**src/rtl/pwm_dac.sv**
```systemverilog
// First-order PWM DAC: a free-running WIDTH-bit counter compared against a
// double-buffered duty value that only changes at period boundaries.
module pwm_dac #(
  parameter int WIDTH = 8
) (
  input  logic             clk,
  input  logic             rst,
  input  logic             en,
  input  logic [WIDTH-1:0] sample_in,
  input  logic             sample_valid,
  output logic             sample_ready,
  input  logic             underrun_clr,
  output logic             pwm_out,
  output logic             period_tick,
  output logic             underrun
);

  localparam logic [WIDTH-1:0] CNT_MAX = '1;

  logic [WIDTH-1:0] r_cnt;
  logic [WIDTH-1:0] r_shadow;
  logic [WIDTH-1:0] r_active;
  logic             r_full;
  logic             r_pwm;
  logic             r_tick;
  logic             r_underrun;

  logic w_xfer;
  logic w_boundary;
  logic w_underrun_set;

  assign sample_ready   = !r_full && !rst;
  assign w_xfer         = sample_valid && sample_ready;
  assign w_boundary     = en && (r_cnt == CNT_MAX);
  // A sample arriving exactly on the boundary bypasses the shadow register.
  assign w_underrun_set = w_boundary && !r_full && !w_xfer;

  always_ff @(posedge clk) begin
    if (rst) begin
      r_cnt      <= '0;
      r_shadow   <= '0;
      r_active   <= '0;
      r_full     <= 1'b0;
      r_pwm      <= 1'b0;
      r_tick     <= 1'b0;
      r_underrun <= 1'b0;
    end else begin
      if (en) begin
        r_cnt <= r_cnt + 1'b1;
        r_pwm <= (r_cnt < r_active);
      end else begin
        r_pwm <= 1'b0;
      end

      r_tick <= w_boundary;

      if (w_boundary) begin
        if (r_full) begin
          r_active <= r_shadow;
          r_full   <= 1'b0;
        end else if (w_xfer) begin
          r_active <= sample_in;
        end
      end else if (w_xfer) begin
        r_shadow <= sample_in;
        r_full   <= 1'b1;
      end

      if (w_underrun_set) begin
        r_underrun <= 1'b1;
      end else if (underrun_clr) begin
        r_underrun <= 1'b0;
      end
    end
  end

  assign pwm_out     = r_pwm;
  assign period_tick = r_tick;
  assign underrun    = r_underrun;

endmodule

```
**config.mk**
```make
export PLATFORM = sky130hd
export DESIGN_NAME = pwm_dac
export DESIGN_NICKNAME = d
export VERILOG_FILES = /design/src/rtl/pwm_dac.sv
export SDC_FILE = /design/constraint.sdc
export NUM_CORES = 1
export LEC_CHECK = 0
export ABC_AREA = 1
export BUFFER_PORTS_ARGS = -buffer_cell sky130_fd_sc_hd__buf_2
export CORE_MARGIN = 4
export CORE_UTILIZATION = 43
export CTS_BUF_LIST = sky130_fd_sc_hd__clkbuf_2 sky130_fd_sc_hd__clkbuf_4 sky130_fd_sc_hd__clkbuf_8
export CTS_CLUSTER_SIZE = 12
export DETAILED_ROUTE_END_ITERATION = 8
export MAX_ROUTING_LAYER = met4
export PLACE_DENSITY_LB_ADDON = 0.08
export SYNTH_ARGS = -nofsm -noshare
export SYNTH_HDL_FRONTEND = slang
export SYNTH_SLANG_ARGS = --single-unit
```
**constraint.sdc**
```tcl
create_clock -name clk -period 2 [get_ports clk]
set_clock_uncertainty 0.15 [all_clocks]
set_input_delay 0.3 -clock clk [delete_from_list [all_inputs] [get_ports clk]]
set_output_delay 0.3 -clock clk [all_outputs]
set_load 0.05 [all_outputs]
```
==> flow_summary.json <==
{
  "status": "finished clean",
  "synth_area_per_cell_sq_um": 7.02,
  "finalWirelength_um": 2940,
  "reg2reg_from": "r_cnt[1]",
  "syn_inst": 219,
  "portBuffers": 16,
  "vias": 1296,
  "final_cell_area_sq_mm": 0.00169,
  "nFillCells": 368,
  "gp_congestion": 0.833,
  "cp-start-kind": "flop",
  "setup-violations-final": 0,
  "grt_max_degree": 19,
  "path_class": "reg2out",
  "synthXorXnorAreaFrac": 0.0114,
  "slew_viol_final": 0,
  "yosys_register_bits": 28,
  "tightestPinTransition_ns": 0.306,
  "synth_warnings": 0,
  "finish.utilization": 0.499,
  "hp-class": "in2reg",
  "gr-total-overflow": 0,
  "antenna_cells": 0,
  "pwr-share-clk": 0.348,
  "die_area_sq_mm": 0.00460,
  "drive_above_1_share": 0.154,
  "grt_setup_unrepaired": "false",
  "pwr-share-comb": 0.109,
  "worstPathRequired_ns": 1.55,
  "placed_area_sq_mm": 0.00163,
  "fin_cells": 280,
  "cts.clk_slew.worst_paths_ns": 0.16,
  "ctsResizeCount": 0,
  "dieWidth_um": 67.8,
  "peakVddDrop_v": 0.000348,
  "first_iter_violations": 75,
  "grt_pass1_wl_um": 5120,
  "maxSlewHeadroom": 0.796,
  "drv_cap": 0,
  "hp-start": "sample_in[3]",
  "antenna_found_initial": 0,
  "fin_setup_tns_ns": 0,
  "ff2ff_path_depth": 7,
  "ant_nets": 0,
  "power_frac_seq": 0.543,
  "synth_fa_ha_area_frac": 0.0651,
  "root_buffer": "clkbuf_4",
  "p_leak_nw": 0.844,
  "yosysSeqAreaShare": 0.365,
  "grt_pass1_vias": 1157,
  "cts_tree": "built",
  "cp_max_fo": 9,
  "power.internal_mw": 0.825,
  "start_util": 0.454,
  "clockBufferDepth": 2,
  "syn-cell-area_sq_mm": 0.00154,
  "die_h_um": 67.8,
  "period_minus_slack_ns": 1.63,
  "synth-compound-area-share": 0.0993,
  "reg2reg_slack_ns": 0.45,
  "synth_simple_gate_area_frac": 0.355,
  "synthMuxAreaShare": 0,
  "dp_cells": 275,
  "end_kind": "primary output",
  "drc_errors": 0,
  "viasPerCell": 4.63,
  "min_to": "r_shadow[3]",
  "firstDrtPassIters": 4,
  "crit_arrival_ns": 1.18,
  "layout_worst_path_cycle_share": 0.813,
  "final_nets": 256,
  "power.density_mw_per_mm2": 640,
  "area_growth_pct": 10.1,
  "ios": 17,
  "clock_latency_ns": 0.33,
  "gr-usage-all-layers": 0.151,
  "rr_endpoint": "underrun",
  "swShare": 0.238,
  "timing_hold_violations_final": 0,
  "fmax_mhz": 615,
  "hpwl_um": 2210,
  "fp.coreArea_sq_mm": 0.00339,
  "cts_buffers": 3,
  "power_switching_mw": 0.258,
  "core.rowCount": 21,
  "cts_sinks": 28,
  "wl_per_cell_um": 10.5,
  "cts_max_level": 1,
  "synth_top_family_by_area": "simple AND/OR/NAND/NOR gates",
  "synth.distinct_cells": 24,
  "hold_depth": 5,
  "synth_fp_nets": 240
}
## area by class of cell
class                   instances  area [sq um]  area share
inverters                      25          93.8      0.0554
multi-input cells             157           816       0.482
clock inverters                 1          30.0      0.0177
well taps                      46          57.6      0.0340
clock buffers                   3          22.5      0.0133
repair buffers                 20           113      0.0665
flip-flops and latches         28           561       0.331
## state kept, by name (all words and copies together), names as in the netlist
name / count
pwm_out: 1
r_cnt: 8
period_tick: 1
underrun: 1
r_full: 1
r_shadow: 8
r_active: 8
## metal layers
metal	vias up	share of wire	track usage
li1	710	-	-
met2	24	0.47	0.259
met3	2	0.043	0.0399
met1	560	0.48	0.176
met4	0	0.0078	0.0372
met5	-	0	-
## metrics by stage
stage	worst slack, ns	power [mW]	hold WS (ns)
CTS	0.361	1.10	0.110
global placement	0.508	0.715	0.307
global route	0.300	1.14	0.112
finish	0.374	1.08	0.121
detailed placement	0.471	0.718	0.318
floorplan	0.263	0.687	0.261
## worst max-delay path by stage
stage / from / endpoint / slack, ns / depth (start not counted)
after floorplan: r_full / sample_ready / 0.26 / 3
after global placement: r_cnt[1] / underrun / 0.51 / 7
after detailed placement: r_cnt[1] / underrun / 0.47 / 7
after CTS: r_full / sample_ready / 0.36 / 2
after global routing: r_full / sample_ready / 0.30 / 2
final: r_full / sample_ready / 0.37 / 2
## synthesized netlist by cell type
cell	instances	share of area
nand3_1	12	0.039
nand3_2	1	0.0065
buf_2	3	0.0098
nand3_4	1	0.011
nor2_4	1	0.0073
inv_1	25	0.061
o21ai_0	11	0.036
nor3_4	1	0.011
ha_1	8	0.065
buf_4	2	0.0098
buf_6	3	0.022
nand2_1	55	0.13
a21oi_2	4	0.023
nor2_1	43	0.10
a21oi_1	9	0.029
nand4_1	3	0.012
nand2_2	2	0.0081
xor2_1	2	0.011
nand2_4	1	0.0073
a31oi_1	1	0.0041
dfxtp_1	28	0.36
nor2_8	1	0.013
clkbuf_1	1	0.0024
o21bai_2	1	0.0073
## cell usage in the layout (no fill, tap or decap)
cell and n:
nor2_8 1, nand3_4 1, a21oi_2 4, nand3_2 1, buf_2 16, o21ai_0 11, nor2_4 1, nand3_1 12
buf_4 3, a21oi_1 9, a31oi_1 1, clkbuf_4 3, o21bai_2 1, nand2_1 55, dfxtp_1 28, dlygate4sd3_1 1
ha_1 8, inv_1 25, nor3_4 1, nor2_1 43, nand2_2 2, nand4_1 3, bufinv_16 1, nand2_4 1
xor2_1 2
## critical path, stage by stage, from the launching register on
cell and delay, ns:
dfxtp_1 0.53, nor2_1 0.09, buf_2 0.22
## repair_timing
action / CTS / global route
buffers inserted: 0 / 0
hold buffers: 1 / 0
endpoints found under the hold margin: 1 / 0
## power by group through the flow
stage | clock [mW] | combinational [mW] | sequential [mW]
2_1_floorplan | 0 | 0.0887 | 0.598
3_3_place_gp | 0 | 0.115 | 0.600
3_5_place_dp | 0 | 0.118 | 0.600
4_1_cts | 0.390 | 0.120 | 0.589
5_1_grt | 0.414 | 0.135 | 0.592
6_report | 0.377 | 0.118 | 0.588
## cell families (layout without fill, tap and decap cells)
kind of cell | after synthesis | after routing
fa+ha+maj | 8 | 8
compound gates | 26 | 26
simple gates | 121 | 121
buf+inv | 34 | 49
xor+xnor | 2 | 2
flops | 28 | 28
Note: power is estimated with default switching activity, not from simulation.
